**src/rtl/disp_pkg.sv**
```systemverilog
// disp_pkg: shared constants for the 3-digit multiplexed 7-segment driver.
//   SEG_0..SEG_9, SEG_DASH, SEG_OFF : logical segment patterns {g,f,e,d,c,b,a}, 1 = lit
//   N_DIGITS                        : digits on the shared segment bus
//   scan_e                          : scan FSM state, value equals the digit index
package disp_pkg;

   localparam int N_DIGITS = 3;

   localparam logic [6:0] SEG_0    = 7'h3F;
   localparam logic [6:0] SEG_1    = 7'h06;
   localparam logic [6:0] SEG_2    = 7'h5B;
   localparam logic [6:0] SEG_3    = 7'h4F;
   localparam logic [6:0] SEG_4    = 7'h66;
   localparam logic [6:0] SEG_5    = 7'h6D;
   localparam logic [6:0] SEG_6    = 7'h7D;
   localparam logic [6:0] SEG_7    = 7'h07;
   localparam logic [6:0] SEG_8    = 7'h7F;
   localparam logic [6:0] SEG_9    = 7'h6F;
   localparam logic [6:0] SEG_DASH = 7'h40;
   localparam logic [6:0] SEG_OFF  = 7'h00;

   typedef enum logic [1:0] {
      SCAN_U = 2'd0,
      SCAN_T = 2'd1,
      SCAN_H = 2'd2
   } scan_e;

endpackage

```
**src/rtl/bcd_7seg_scan_if.sv**
```systemverilog
// bcd_7seg_scan_if: value/display bundle of the scan driver.
//   bcd[11:0]   packed BCD {hundreds, tens, units}
//   bcd_valid   1-cycle strobe, bcd sampled on that cycle
//   blink       alarm blink level
//   seg[6:0]    segment bus {g,f,e,d,c,b,a} (physical polarity)
//   an[2:0]     digit enables, an[0]=units (physical polarity)
//   frame_done  1-cycle pulse on digit wrap hundreds->units
// master = value producer / panel observer, slave = the driver.
interface bcd_7seg_scan_if;
   import disp_pkg::*;

   logic [11:0]         bcd;
   logic                bcd_valid;
   logic                blink;
   logic [6:0]          seg;
   logic [N_DIGITS-1:0] an;
   logic                frame_done;

   modport master (output bcd, bcd_valid, blink, input seg, an, frame_done);
   modport slave  (input bcd, bcd_valid, blink, output seg, an, frame_done);

endinterface

```
**src/rtl/seg_decoder.sv**
```systemverilog
// seg_decoder: combinational BCD nibble to logical 7-segment pattern.
//   nib[3:0] in  : digit value
//   seg[6:0] out : {g,f,e,d,c,b,a}, 1 = lit; A..F show a dash
module seg_decoder
   import disp_pkg::*;
(
   input  logic [3:0] nib,
   output logic [6:0] seg
);

   always_comb begin
      seg = SEG_DASH;
      case (nib)
         4'd0: seg = SEG_0;
         4'd1: seg = SEG_1;
         4'd2: seg = SEG_2;
         4'd3: seg = SEG_3;
         4'd4: seg = SEG_4;
         4'd5: seg = SEG_5;
         4'd6: seg = SEG_6;
         4'd7: seg = SEG_7;
         4'd8: seg = SEG_8;
         4'd9: seg = SEG_9;
         default: seg = SEG_DASH;
      endcase
   end

endmodule

```
**src/rtl/bcd_7seg_scan.sv**
```systemverilog
// bcd_7seg_scan: multiplexed 3-digit 7-segment driver with tear-free
// double buffering and alarm blink.
//   clk        in   system clock
//   rst        in   synchronous active-high reset
//   bus.slave  bcd/bcd_valid/blink in, seg/an/frame_done out (registered)
// Parameters: DIV clocks per digit slot (>=2), BLINK_FRAMES frames per blink
// half-period (>=1), ACTIVE_LOW inverts seg/an at the output flops.
// Build option: define LZ_BLANK_EN to blank leading-zero hundreds/tens digits.
module bcd_7seg_scan
   import disp_pkg::*;
#(
   parameter int DIV          = 50000,
   parameter int BLINK_FRAMES = 166,
   parameter bit ACTIVE_LOW   = 1'b1
) (
   input  logic              clk,
   input  logic              rst,
   bcd_7seg_scan_if.slave    bus
);

   localparam int CW = $clog2(DIV);
   localparam int BW = (BLINK_FRAMES > 1) ? $clog2(BLINK_FRAMES) : 1;
   localparam logic [CW-1:0] CNT_MAX = CW'(DIV - 1);
   localparam logic [BW-1:0] BLK_MAX = BW'(BLINK_FRAMES - 1);
   localparam logic [6:0]          SEG_IDLE = ACTIVE_LOW ? 7'h7F : 7'h00;
   localparam logic [N_DIGITS-1:0] AN_IDLE  = ACTIVE_LOW ? '1 : '0;

   logic [CW-1:0]       cnt;
   logic                tick;
   scan_e               idx, idx_nxt;
   logic                wrap;
   logic                pend;
   logic [11:0]         pend_reg, disp_reg;
   logic [BW-1:0]       blink_cnt;
   logic                blink_ph;
   logic [3:0]          nib;
   logic [6:0]          dec_seg, seg_l, seg_q;
   logic [N_DIGITS-1:0] an_l, an_q;
   logic                fd_q;

   // slot prescaler
   assign tick = (cnt == CNT_MAX);
   assign wrap = tick && (idx == SCAN_H);

   always_ff @(posedge clk) begin
      if (rst || tick) cnt <= '0;
      else             cnt <= cnt + 1'b1;
   end

   // scan FSM
   always_ff @(posedge clk) begin
      if (rst) idx <= SCAN_U;
      else     idx <= idx_nxt;
   end

   always_comb begin
      idx_nxt = idx;
      if (tick) begin
         case (idx)
            SCAN_U:  idx_nxt = SCAN_T;
            SCAN_T:  idx_nxt = SCAN_H;
            default: idx_nxt = SCAN_U;
         endcase
      end
   end

   // Double buffer: strobes land in pend_reg and only reach disp_reg on the
   // frame wrap. A strobe on the wrap cycle itself goes straight through, and
   // the commit clearing pend takes priority over that strobe setting it.
   always_ff @(posedge clk) begin
      if (rst) begin
         pend     <= 1'b0;
         pend_reg <= '0;
         disp_reg <= '0;
      end else begin
         if (bus.bcd_valid) begin
            pend_reg <= bus.bcd;
            pend     <= 1'b1;
         end
         if (wrap) begin
            if (bus.bcd_valid) begin
               disp_reg <= bus.bcd;
               pend     <= 1'b0;
            end else if (pend) begin
               disp_reg <= pend_reg;
               pend     <= 1'b0;
            end
         end
      end
   end

   // blink phase, held in the lit phase while blink is low
   always_ff @(posedge clk) begin
      if (rst || !bus.blink) begin
         blink_cnt <= '0;
         blink_ph  <= 1'b0;
      end else if (wrap) begin
         if (blink_cnt == BLK_MAX) begin
            blink_cnt <= '0;
            blink_ph  <= ~blink_ph;
         end else begin
            blink_cnt <= blink_cnt + 1'b1;
         end
      end
   end

   // single shared decoder, nibble selected by the current slot
   always_comb begin
      case (idx)
         SCAN_T:  nib = disp_reg[7:4];
         SCAN_H:  nib = disp_reg[11:8];
         default: nib = disp_reg[3:0];
      endcase
   end

   seg_decoder u_dec (
      .nib (nib),
      .seg (dec_seg)
   );

   always_comb begin
      seg_l = dec_seg;
      case (idx)
         SCAN_U:  an_l = 3'b001;
         SCAN_T:  an_l = 3'b010;
         SCAN_H:  an_l = 3'b100;
         default: an_l = 3'b000;
      endcase
`ifdef LZ_BLANK_EN
      // digit stays enabled so the scan duty is unchanged, only segments go dark
      if (idx == SCAN_H && disp_reg[11:8] == 4'd0) seg_l = SEG_OFF;
      if (idx == SCAN_T && disp_reg[11:4] == 8'd0) seg_l = SEG_OFF;
`endif
      if (bus.blink && blink_ph) begin
         seg_l = SEG_OFF;
         an_l  = '0;
      end
   end

   // output flops; polarity applied here so logic above stays logical
   always_ff @(posedge clk) begin
      if (rst) begin
         seg_q <= SEG_IDLE;
         an_q  <= AN_IDLE;
         fd_q  <= 1'b0;
      end else begin
         seg_q <= ACTIVE_LOW ? ~seg_l : seg_l;
         an_q  <= ACTIVE_LOW ? ~an_l  : an_l;
         fd_q  <= wrap;
      end
   end

   assign bus.seg        = seg_q;
   assign bus.an         = an_q;
   assign bus.frame_done = fd_q;

endmodule
```
**src/flat_wrapper.sv**
```systemverilog
// flat-port wrapper written by rule: the top's interface ports become plain ports
module bcd_7seg_scan_flat import disp_pkg::*;
#(
   parameter int DIV          = 50000,
   parameter int BLINK_FRAMES = 166,
   parameter bit ACTIVE_LOW   = 1'b1
)
  (clk, rst, bus_bcd, bus_bcd_valid, bus_blink, bus_seg, bus_an, bus_frame_done);
  bcd_7seg_scan_if bus_i ();
  input  logic clk;
  input  logic rst;
  input wire logic [$bits(bus_i.bcd)-1:0] bus_bcd;
  input wire logic [$bits(bus_i.bcd_valid)-1:0] bus_bcd_valid;
  input wire logic [$bits(bus_i.blink)-1:0] bus_blink;
  output wire logic [$bits(bus_i.seg)-1:0] bus_seg;
  output wire logic [$bits(bus_i.an)-1:0] bus_an;
  output wire logic [$bits(bus_i.frame_done)-1:0] bus_frame_done;
  assign bus_i.bcd = bus_bcd;
  assign bus_i.bcd_valid = bus_bcd_valid;
  assign bus_i.blink = bus_blink;
  assign bus_seg = bus_i.seg;
  assign bus_an = bus_i.an;
  assign bus_frame_done = bus_i.frame_done;
  bcd_7seg_scan #(.DIV(DIV), .BLINK_FRAMES(BLINK_FRAMES), .ACTIVE_LOW(ACTIVE_LOW)) u_core (.clk(clk), .rst(rst), .bus(bus_i));
endmodule
```
**config.mk**
```make
export PLATFORM = sky130hd
export DESIGN_NAME = bcd_7seg_scan_flat
export DESIGN_NICKNAME = d
export VERILOG_FILES = /design/src/rtl/disp_pkg.sv /design/src/rtl/bcd_7seg_scan_if.sv /design/src/rtl/seg_decoder.sv /design/src/rtl/bcd_7seg_scan.sv /design/src/flat_wrapper.sv
export SDC_FILE = /design/constraint.sdc
export NUM_CORES = 1
export LEC_CHECK = 0
export BUFFER_PORTS_ARGS = -buffer_cell sky130_fd_sc_hd__buf_2
export CAP_MARGIN = 20
export CORE_MARGIN = 3
export CORE_UTILIZATION = 45
export DETAILED_ROUTE_END_ITERATION = 10
export PLACE_DENSITY_LB_ADDON = 0.25
export SLEW_MARGIN = 15
export SYNTH_ARGS = -nofsm -noshare
export SYNTH_HDL_FRONTEND = slang
export SYNTH_SLANG_ARGS = --single-unit
```
**constraint.sdc**
```tcl
create_clock -name clk -period 3.7 [get_ports clk]
set_input_delay 0.185 -clock clk [delete_from_list [all_inputs] [get_ports clk]]
set_output_delay 0.185 -clock clk [all_outputs]
set_load 0.01 [all_outputs]
```
---- Yosys cells after proc, flatten, opt, wreduce, memory -nomap -nowiden ----
Memory sizes are Yosys's and may differ from the RTL's.
Index checks and enable logic that the tools add are counted.
storage, ports and cells
  bits in registers ....................... 63
  ROM bits ................................ 112
  input port bits ......................... 16
  output and inout bits ................... 11
  word-level logic and storage cells ...... 41
  memories ................................ 1
memory list
  memory           words  width  rd ports  clocked after memory_dff  wr ports  line               text
  (no name shown)  16     7      1         0                         0         seg_decoder.sv:13  case (nib)
operators by class
  $add $sub $neg .......................... 2
  eq/ne operators ......................... 4
  multiplexer cells ....................... 12
  bitwise logic cells ..................... 3
  reduce and logical (&&, ||, !) cells .... 9
operators with widths
  kind                     number
  $mux W12                 2
  $add A16 B1 Y16 const B  1
  $eq A16 B16 Y1 const B   1
  $pmux W3 S3              1
  $add A8 B1 Y8 const B    1
  $eq A8 B8 Y1 const B     1
  $mux W8                  1
  $pmux W4 S2              1
  $mux W7                  1
  $not A7 Y7               1
  $mux W1                  4
  $pmux W2 S2              1
  $reduce_and A2 Y1        2
  $mux W3                  1
  $not A3 Y3               1
  $eq A2 B1 Y1 const B     1
  $eq A2 B2 Y1 const B     1
  $logic_and A1 B1 Y1      2
  $logic_not A2 Y1         1
  $logic_or A1 B1 Y1       2
  $reduce_bool A2 Y1       1
  $logic_not A1 Y1         1
  $not A1 Y1               1

---- Depth between registers and ports, before layout ----
Gate-level depths: netlist (run 1).
An unclocked memory read counts as a cell.
  depth in word-level cells ............... 5
  mapped depth ............................ 11
  gate-level depth less buffers ........... 10

---- Modules after synthesis ----
A second synthesis (run 1) with hierarchy kept.
second synthesis, totals
  cell total of the unflattened synthesis .. 304
  area total of the unflattened synthesis .. 2886.5 um2
by module, submodules not included
  module         times used  cells an instance  area each (um2)  sequential area each (um2)
  bcd_7seg_scan  1           275                2661.3           1261.2
  seg_decoder    1           29                 225.2            0.0

---- Worst setup path after synthesis (run 1) ----
OpenSTA, ideal clock, no wires.
  kind .................................... register -> register
  from .................................... register u_core.idx[0]
  to ...................................... register u_core.seg_q[0], in the netlist u_core.bus.seg[0]
  library setup time ...................... 0.134 ns
  arrival ................................. 1.988 ns
  required time ........................... 3.566 ns
  slack ................................... 1.578 ns
  stages on the path, launching flop included .. 11
  buffers on the path ..................... 1
  period minus slack after synthesis ...... 2.122 ns
  cells stage by stage .................... dfxtp_1 inv_1 ha_1 buf_2 a22oi_1 a21oi_1 inv_1 ha_1 a31o_2 o32ai_1 o21ai_0
on the way
  word-level cells in the longest chain between the ends .. 5
  elaborated cells on any way between the ends .. 6
  those cells by class .................... eq/ne (2); mux (2); bitwise (1); memory (1)
ends and longest elaborated chain
  item                                          line                  text
  start: declaration                            bcd_7seg_scan.sv:30   scan_e idx, idx_nxt;
  start signal: assignment                      bcd_7seg_scan.sv:53   else idx <= idx_nxt;
  $eq A2 B2 Y1 or $eq A2 B1 Y1 (tied branches)  bcd_7seg_scan.sv:109  case (idx)
  $pmux W4 S2 *                                 bcd_7seg_scan.sv:109
  $mem_v2 Z16 W7 *                              n/a
  $mux W7 *                                     bcd_7seg_scan.sv:134  if (bus.blink && blink_ph) begin
  $not A7 Y7 *                                  bcd_7seg_scan.sv:147  seg_q <= ACTIVE_LOW ? ~seg_l : seg_l;
  end signal: assignment                        bcd_7seg_scan.sv:147
  end: declaration                              bcd_7seg_scan.sv:37   logic [6:0] dec_seg, seg_l, seg_q;
Every way passes the cells marked *; elsewhere a longest branch is shown, timed or not.
A chain may end at the register's enable or synchronous reset.

---- Worst setup path in the final report (run 1) ----
Ends and elaborated chain as after synthesis.

==> results of run 1 <==
==> final timing paths <==
kind | start | endpoint | depth (start not counted)
worst max-delay path | u_core.idx[0] | u_core.bus.seg[0] | 9
worst min register to register | u_core.cnt[0] | u_core.cnt[0] | 1
worst max register to register | u_core.idx[0] | u_core.bus.seg[0] | 9
worst min-delay path | bus_bcd[11] | u_core.pend_reg[11] | 3
==> synth_stat cells (all sizes together) (5+ instances only) <==
library cell,n,area share (%)
dfxtp,63,43
nor2,39,5.0
a21oi,16,2.8
mux2i,16,5.4
ha,13,5.5
nand2,13,1.7
mux2,12,5.9
nor2b,12,2.5
inv,10,1.3
nor3,10,1.7
o21ai,10,1.7
xnor2,10,3.0
buf,8,1.7
a22oi,6,1.5
nand3,6,1.0
nand4,6,1.5
or3,6,1.3
clkbuf,5,0.64
==> cells in the final DEF (no fill, tap or decap), drive strengths merged, types with 2 or more instances in the layout <==
master	n
nand2b	2
and4	3
clkinvlp	2
nand4	6
a31oi	2
o31ai	3
nor4	3
xnor2	10
a22oi	6
o21ai	10
a21oi	16
or4	4
bufinv	2
nand3	6
ha	13
nand2	13
buf	26
or2	4
nor3	10
nor2	39
a21o	4
and3	3
dfxtp	63
nand3b	2
clkbuf	10
or3	6
mux2	12
and2	4
nor2b	12
mux2i	16
inv	11
xor2	2
==> cells by family (layout without fill, tap and decap cells) <==
family,after synthesis,count (layout)
AO/OA/AOI/OAI,47,47
XOR/XNOR,12,12
adder cells (fa/ha/maj),13,13
buffers and inverters,23,52
flip-flops,63,63
multiplexers,28,28
AND/OR/NAND/NOR,121,121
==> worst max-delay path, delay by kind of cell (launching register included) <==
kind / cells / cell delay, ns
compound gates: 4 / 0.98
fa+ha+maj: 2 / 0.77
buf+inv: 2 / 0.29
flops: 1 / 0.38
simple gates: 1 / 0.08
==> layout make-up <==
type / instances / area share [%]
clock inverters: 6 / 2.781
repair buffers: 26 / 3.908
inverters: 10 / 1.127
flip-flops and latches: 63 / 37.88
clock buffers: 10 / 4.134
multi-input cells: 221 / 47.35
well taps: 75 / 2.818
==> power groups by stage <==
stage	combinational, uW	clock (uW)	sequential [uW]
CTS	55.5	701	699
global placement	54.3	0	714
finish	54.2	682	699
detailed placement	55.1	0	715
floorplan	34.7	0	716
global route	62.5	731	700
==> through the flow <==
stage | area (sq um) | worst slack [ns] | instances | hold WS [ns]
CTS | 3329 | 1.074 | 411 | 0.1067
detailed placement | 3099 | 1.098 | 395 | 0.4604
global placement | 3099 | 1.248 | 395 | 0.4479
global route | 3329 | 0.7698 | 411 | 0.1335
finish | 3329 | 1.083 | 411 | 0.1221
floorplan | 2945 | 1.578 | 307 | 0.3550
==> routing by layer <==
metal,track usage [%],wire length [microns]
met4,10.91,162
met5,0,0
met3,3.217,187
met1,22.07,2873
met2,23.05,2250
==> flow_summary.ini, run 1 <==
[clocking]
cts-buffers-inserted = 9
cts-root-buf = sky130_fd_sc_hd__clkbuf_8
post_cts_resize_count = 0
cts_max_path_buffers = 2
holdBufCountCts = 0
clock_transition_at_the_registers_of_the_reported_paths_ns = 0.07
source_to_sink_clock_delay_at_the_later_pin_of_the_worst_skew_pair_ns = 0.34
h-tree-depth = 3
post-cts-setup-buffers = 0
clock_sinks = 63
tritoncts = done

[synth]
dominant_synthesized_flop_cell = sky130_fd_sc_hd__dfxtp_1
sequential_element_share_of_the_synthesized_area_pct = 42.82
synth_async_sr_flop_share_pct = 0
synth_simple_gate_area_share_pct = 23.11
netlist_area_before_placement_sq_um = 2945
number_of_standard_cells_after_synthesis = 307
post_synth_edffs = 0
syn_area_per_cell_sq_um = 9.594
synth-seq-cells = 63
synthAdderAreaFrac_pct = 5.523
synthesized_area_fraction_occupied_by_xor_and_xnor_cells_pct = 3.568
postSynthNetCount = 336
synth_compound_area_share_pct = 10.03
synth_mux_area_share_pct = 11.30
yosysUniqueCellTypes = 50
ys_warn_count = 0
dominant_combinational_cell_family_by_area_after_synthesis = simple AND/OR/NAND/NOR gates

[die]
fp.dieArea_sq_um = 7552
core_area_sq_um = 6131
rows = 28
die-width_microns = 86.90
start_util_pct = 48.04
die_height_microns = 86.90
io_pins = 27

[route]
detailedRoute.firstIterationViolations = 111
vias_per_cell = 5.353
detail_route.wl_per_cell_microns = 13.32
detail-route-antenna-nets = 0
vias = 2200
detailedRoute.firstPassIterationCount = 4
detail_route.wirelength_mm = 5.473
route.detailed.drc = 0

[timing]
timing.setup.tns_ns = 0
max_freq_ghz = 0.3820
hold_viol_final = 0
relSlewSlack_pct = 62.63
final_min_period_over_clock_period_pct = 70.74
final-max-slew-violation-count = 0
setup_viol_count_final = 0
timing.clock.skew_ns = 0.007349
min_period_ns = 2.617
worst_margin_slew_ns = 0.5605
grt_setup_unrepaired = false

[power_and_ir_drop]
powerDensity_nw_per_um2 = 431.0
share_of_total_power_in_sequential_cells_pct = 48.7
max-vdd-ir-drop_v = 0.0004137
power.leakage_uw = 0.001357
switchingPower_uw = 318.3
power.share.switching_pct = 22.18
power.clock.fraction_pct = 47.5
comb_power_share_pct = 3.8
p_total_uw = 1435
power_report.internal_total_uw = 1117

[grt]
grt_max_degree = 35
globalRouteOverflowTotal = 0
total_routing_resource_utilization_after_global_routing_pct = 16.24
grt_antenna_before_repair = 0
grt_first_pass_wirelength_mm = 9.563
vias_in_the_first_global_route = 2152

[layout]
drive_gt1_share_pct = 18.75
finalCoreUtilization_pct = 54.31
layout.nets = 360
largest_register_ffs = 16
fillerInstances = 562
multi_input_comb_area_sq_um = 1577
area_growth_pct = 13.04
antenna-diode-count = 0
area.sequential_sq_um = 1261

[worst_setup_path]
crit_arrival_ns = 2.84
path_max_fanout = 14
path_cells = inv_1 > ha_1 > nor2_1 > a21oi_1 > inv_1 > ha_1 > a31o_2 > o32ai_1 > o21ai_0
startpoint_type = flop
timing.critical_path.to_type = flop
critical_path.slowest_cell = sky130_fd_sc_hd__ha_1
setup.worst_path.class = flop to flop
max_stage_delay_ns = 0.52
worst-r2r-setup-slack_ns = 1.08
worstPathRequired_ns = 3.92

[placement]
port-buffer-count = 26
hpwl_mm = 3.800
place_congestion = 0.8400

[min_path]
worst_hold_path_type = input port to flop

[status]
outcome = completed

[flow_run]
timing.max_cap.violations = 0
Note: power is estimated with default switching activity, not from simulation.
==> run 2: changes to the inputs <==
Clock period 3.7 ns to 2.4 ns, I/O delays scaled along.
==> flow_summary.ini, run 2 (synthesis results as in run 1) <==
[status]
outcome = completed

[power_and_ir_drop]
power.clock.fraction_pct = 44.1
switchingPower_uw = 493.5
max-vdd-ir-drop_v = 0.0003865
p_total_uw = 2077
power.leakage_uw = 0.001364
share_of_total_power_in_sequential_cells_pct = 51.9
powerDensity_nw_per_um2 = 622.6
comb_power_share_pct = 4.1
power_report.internal_total_uw = 1584
power.share.switching_pct = 23.76

[die]
io_pins = 27
die-width_microns = 86.90
start_util_pct = 48.04
die_height_microns = 86.90
core_area_sq_um = 6131
fp.dieArea_sq_um = 7552
rows = 28

[clocking]
cts_max_path_buffers = 2
h-tree-depth = 3
cts-buffers-inserted = 9
clock_transition_at_the_registers_of_the_reported_paths_ns = 0.08
holdBufCountCts = 0
clock_sinks = 63
tritoncts = done
post-cts-setup-buffers = 0
post_cts_resize_count = 0
cts-root-buf = sky130_fd_sc_hd__clkbuf_8
source_to_sink_clock_delay_at_the_later_pin_of_the_worst_skew_pair_ns = 0.34

[worst_setup_path]
path_max_fanout = 5
worstPathRequired_ns = 2.62
timing.critical_path.to_type = flop
critPathTopFamily = compound AO/OA/AOI/OAI gates
startpoint_type = flop
max_stage_delay_ns = 0.36
critical_path.slowest_cell = sky130_fd_sc_hd__dfxtp_1
worstPathBufferInverterCount = 2
setup.worst_path.class = flop to flop
path_cells = inv_1 > ha_1 > a22oi_2 > a21o_1 > inv_1 > ha_1 > a31o_2 > o32ai_1 > o21ai_0
crit_arrival_ns = 2.41

[placement]
pre_cts_ws_ns = 0.1713
place_congestion = 0.8424
port-buffer-count = 26
hpwl_mm = 3.878

[layout]
mostFrequentLayoutCell = sky130_fd_sc_hd__dfxtp_1
area_growth_pct = 13.30
drive_gt1_share_pct = 20.06
largest_register_ffs = 16
layout.nets = 363
layout.cells.most_common_list = sky130_fd_sc_hd__dfxtp_1 (63), sky130_fd_sc_hd__nor2_1 (39), sky130_fd_sc_hd__buf_2 (26)
finalCoreUtilization_pct = 54.43
antenna-diode-count = 0

[route]
detailedRoute.firstPassIterationCount = 4
route.detailed.drc = 0
detailedRoute.firstIterationViolations = 57
detail_route.wl_per_cell_microns = 13.53
detail_route.wirelength_mm = 5.600
vias = 2216
vias_per_cell = 5.353
detail-route-antenna-nets = 0

[min_path]
worst_hold_path_type = input port to flop

[timing]
final-max-slew-violation-count = 0
max_freq_ghz = 0.4571
hold_viol_final = 0
grt_setup_unrepaired = false
setup_viol_count_final = 0
timing.setup.tns_ns = 0
relSlewSlack_pct = 60.81
worst_margin_slew_ns = 0.5878
final_min_period_over_clock_period_pct = 91.16
post-route-worst-setup-slack_ns = 0.2121
min_period_ns = 2.188
timing.clock.skew_ns = 0.01185

[grt]
grt_antenna_before_repair = 0
total_routing_resource_utilization_after_global_routing_pct = 16.64
grt_max_degree = 35
globalRouteOverflowTotal = 0
vias_in_the_first_global_route = 2094
grt_first_pass_wirelength_mm = 9.825

[flow_run]
timing.max_cap.violations = 0
## run 2: tightest hold or removal path, cell delays in order
cell	delay, ns
sky130_fd_sc_hd__buf_2	0.07
sky130_fd_sc_hd__mux2i_1	0.06
sky130_fd_sc_hd__nor2_1	0.11
## run 2: through the flow
step,instance area (sq um),hold WS [ns],cells
2_1_floorplan,2945,0.2900,307
3_3_place_gp,3122,0.4101,398
3_5_place_dp,3122,0.4223,398
4_1_cts,3319,0.05013,414
5_1_grt,3337,0.05896,414
6_report,3337,0.06374,414
## run 2: power by group through the flow
stage	Combinational, uW	Sequential (uW)	Clock, uW
3_3_place_gp	83.8	1100	0
5_1_grt	95.7	1080	990
4_1_cts	85.5	1080	938
2_1_floorplan	53.5	1100	0
3_5_place_dp	85.3	1100	0
6_report	84.3	1080	916
## run 2: area by class of cell
cell class | count | area (sq um)
fill | 558 | 2794
multi-input combinational | 221 | 1594
sequential | 63 | 1261
timing repair buffer | 29 | 152.6
clock buffer | 9 | 123.9
tap | 75 | 93.84
clock inverter | 7 | 73.82
inverter | 10 | 37.54
## run 2: final timing paths
check / slack, ns / depth (start not counted) / startpoint / to
setup / recovery: 0.21 / 9 / u_core.idx[1] / u_core.bus.seg[3]
hold / removal: 0.06 / 3 / bus_bcd[3] / u_core.pend_reg[3]
setup reg to reg: 0.21 / 9 / u_core.idx[1] / u_core.bus.seg[3]
hold reg to reg: 0.48 / 1 / u_core.cnt[0] / u_core.cnt[0]
## run 2: layer usage
metal | part of all wire (%) | track usage [%] | vias to the layer above
met5 | 0 | 0 | -
met4 | 1.9 | 9.915 | 0
met3 | 4.3 | 3.690 | 10
met2 | 45 | 24.02 | 40
met1 | 49 | 22.57 | 1032
li1 | - | - | 1134
==> run 3: changes to the inputs <==
Settings changed: ABC_AREA set to 1.
==> flow_summary.ini, run 3 <==
[die]
die_height_microns = 89.31
rows = 29
core_area_sq_um = 6531
start_util_pct = 47.82
io_pins = 27
die-width_microns = 89.31
fp.dieArea_sq_um = 7975

[placement]
place_congestion = 0.7909
port-buffer-count = 26
placedInstanceArea_sq_um = 3239
hpwl_mm = 3.981

[power_and_ir_drop]
power.share.switching_pct = 25.03
power_report.internal_total_uw = 1485
power.leakage_uw = 0.001518
powerDensity_nw_per_um2 = 581.5
power.clock.fraction_pct = 40.2
switchingPower_uw = 495.7
max-vdd-ir-drop_v = 0.0003168
share_of_total_power_in_sequential_cells_pct = 54.5
comb_power_share_pct = 5.3

[layout]
fillerInstances = 661
layout.cells.most_common_list = sky130_fd_sc_hd__nand2_1 (97), sky130_fd_sc_hd__dfxtp_1 (63), sky130_fd_sc_hd__inv_1 (55)
drive_gt1_share_pct = 15.51
area_growth_pct = 9.055
mostFrequentLayoutCell = sky130_fd_sc_hd__nand2_1
layout.nets = 469
largest_register_ffs = 16
design_area_sq_um = 3406
antenna-diode-count = 0

[worst_setup_path]
worstReg2RegStart = u_core.idx[0]
worst-r2r-setup-slack_ns = 0.36
startpoint_type = flop
crit_arrival_ns = 2.27
worstPathRequired_ns = 2.63
path_cells = inv_1 > ha_1 > o21ai_0 > inv_1 > ha_1 > or2_2 > nand3_1 > nand3_1
critical_path.slowest_cell = sky130_fd_sc_hd__dfxtp_1
setup.worst_path.class = flop to flop
timing.critical_path.to_type = flop
worstPathBufferInverterCount = 2
critPathTopFamily = adder cells
worstRegToRegCells = 8
path_max_fanout = 8
max_stage_delay_ns = 0.38
crit-reg2reg-capture = u_core.bus.seg[3]

[grt]
grt_max_degree = 30
vias_in_the_first_global_route = 2253
grt_first_pass_wirelength_mm = 9.963
grt_antenna_before_repair = 0
total_routing_resource_utilization_after_global_routing_pct = 16.11
globalRouteOverflowTotal = 0

[timing]
final-max-slew-violation-count = 0
setup_viol_count_final = 0
grt_setup_unrepaired = false
hold_viol_final = 0
max_freq_ghz = 0.4894
worst_margin_slew_ns = 0.5977
relSlewSlack_pct = 60.01
min_period_ns = 2.043
final_min_period_over_clock_period_pct = 85.13
timing.clock.skew_ns = 0.008434
timing.setup.tns_ns = 0

[clocking]
holdBufCountCts = 0
tritoncts = done
post-cts-setup-buffers = 0
clock_transition_at_the_registers_of_the_reported_paths_ns = 0.07
source_to_sink_clock_delay_at_the_later_pin_of_the_worst_skew_pair_ns = 0.34
cts-root-buf = sky130_fd_sc_hd__clkbuf_8
h-tree-depth = 3
cts-buffers-inserted = 9
clock_sinks = 63
cts_max_path_buffers = 2
post_cts_resize_count = 0

[min_path]
min_delay_path_depth = 6
timing.hold.worst.start = bus_bcd[8]
worst_hold_path_type = input port to flop
hold_path_end = u_core.pend_reg[8]

[route]
detail-route-antenna-nets = 0
vias = 2529
detailedRoute.firstIterationViolations = 143
detail_route.wl_per_cell_microns = 10.97
vias_per_cell = 4.845
detail_route.wirelength_mm = 5.728
detailedRoute.firstPassIterationCount = 4
route.detailed.drc = 0

[synth]
sequential_element_share_of_the_synthesized_area_pct = 40.38
dominant_synthesized_flop_cell = sky130_fd_sc_hd__dfxtp_1
ys_warn_count = 0
synth-seq-cells = 63
yosysMostFrequentCell = sky130_fd_sc_hd__nand2_1
syn_area_per_cell_sq_um = 7.562
number_of_standard_cells_after_synthesis = 413
netlist_area_before_placement_sq_um = 3123
synthDominantAreaCellType = sky130_fd_sc_hd__dfxtp_1
yosysUniqueCellTypes = 37
synth_async_sr_flop_share_pct = 0
netlist.area_leader.share_pct = 40.38
postSynthNetCount = 442
synth.area.top_cells = sky130_fd_sc_hd__dfxtp_1 (40%), sky130_fd_sc_hd__nand2_1 (12%), sky130_fd_sc_hd__inv_1 (6.6%)
ys_top_cells_by_count = sky130_fd_sc_hd__nand2_1 (97), sky130_fd_sc_hd__dfxtp_1 (63), sky130_fd_sc_hd__inv_1 (55)
post_synth_edffs = 0

[status]
outcome = completed

[flow_run]
timing.max_cap.violations = 0
## run 3: cell count changes in the layout (fill, tap and decap cells not counted), moves of 6 or more
cell and change:
sky130_fd_sc_hd__a21oi_1 +17, sky130_fd_sc_hd__inv_1 +45, sky130_fd_sc_hd__mux2_4 -10, sky130_fd_sc_hd__mux2i_1 -16
sky130_fd_sc_hd__nand2_1 +84, sky130_fd_sc_hd__nand2_2 +7, sky130_fd_sc_hd__nand3_1 +21, sky130_fd_sc_hd__nand4_1 +9
sky130_fd_sc_hd__nor2b_1 -12, sky130_fd_sc_hd__o21a_1 +13, sky130_fd_sc_hd__or3_1 -6, sky130_fd_sc_hd__xnor2_1 -9
## run 3: final cells by class
cell class / count / area [sq um] / area share (%)
Clock buffer: 11 / 131.4 / 3.857
Inverter: 59 / 221.5 / 6.503
Sequential cell: 63 / 1261 / 37.03
Clock inverter: 5 / 35.03 / 1.029
Tap cell: 77 / 96.34 / 2.829
Multi-Input combinational cell: 279 / 1515 / 44.49
Timing Repair Buffer: 28 / 145.1 / 4.262
## run 3: kinds of logic (layout without fill, tap and decap cells)
family,Yosys count,after routing,synth area share [%]
AOI/OAI and AO/OA,52,52,9.575
xor gates and xnor gates,7,7,1.963
buffers and inverters,71,103,11.10
adders and majority gates,13,13,5.208
and+or+nand+nor,207,207,31.77
DFF,63,63,40.38
## run 3: layer usage
layer	vias to the layer above	share of wire, %	wire length (microns)	track usage (%)
li1	1358	-	-	-
met1	1120	51	2925	21.24
met2	43	43	2484	24.45
met3	8	4.0	228	4.516
met4	0	1.6	89	7.307
met5	-	0	0	0
## run 3: metrics by stage
step | setup WS (ns) | hold slack, ns | instances | power, uW | utilization [%]
6_report | 0.3569 | 0.1737 | 522 | 1980 | 52.15
5_1_grt | 0.1446 | 0.1839 | 522 | 2082 | 52.15
3_5_place_dp | 0.3403 | 0.4562 | 506 | 1209 | 49.60
3_3_place_gp | 0.4014 | 0.4447 | 506 | 1205 | 49.60
2_1_floorplan | 0.2893 | 0.3324 | 413 | 1183 | -
4_1_cts | 0.3287 | 0.1592 | 522 | 2010 | 52.15
## run 3: worst max-delay path by stage
stage                       start                end  slack (ns)  cells after the start
floorplan           u_core.idx[0]  u_core.bus.seg[3]        0.29                      8
global placement    u_core.idx[0]  u_core.bus.seg[3]        0.40                      8
detailed placement  u_core.idx[0]  u_core.bus.seg[3]        0.34                      8
CTS                 u_core.idx[0]  u_core.bus.seg[3]        0.33                      8
global route        u_core.idx[0]  u_core.bus.seg[3]        0.14                      8
finish              u_core.idx[0]  u_core.bus.seg[3]        0.36                      8
## run 3: power groups by stage
stage | clock network [uW] | logic (uW) | registers [uW]
CTS | 825 | 106 | 1080
global route | 879 | 121 | 1080
floorplan | 0 | 76.9 | 1110
detailed placement | 0 | 105 | 1100
global placement | 0 | 102 | 1100
finish | 797 | 104 | 1080
## run 3: tightest hold or removal path, delay by kind of cell
kind / cells / cell delay (ns)
AO/OA/AOI/OAI: 1 / 0.11
AND/OR/NAND/NOR: 2 / 0.07
buffers and inverters: 3 / 0.18
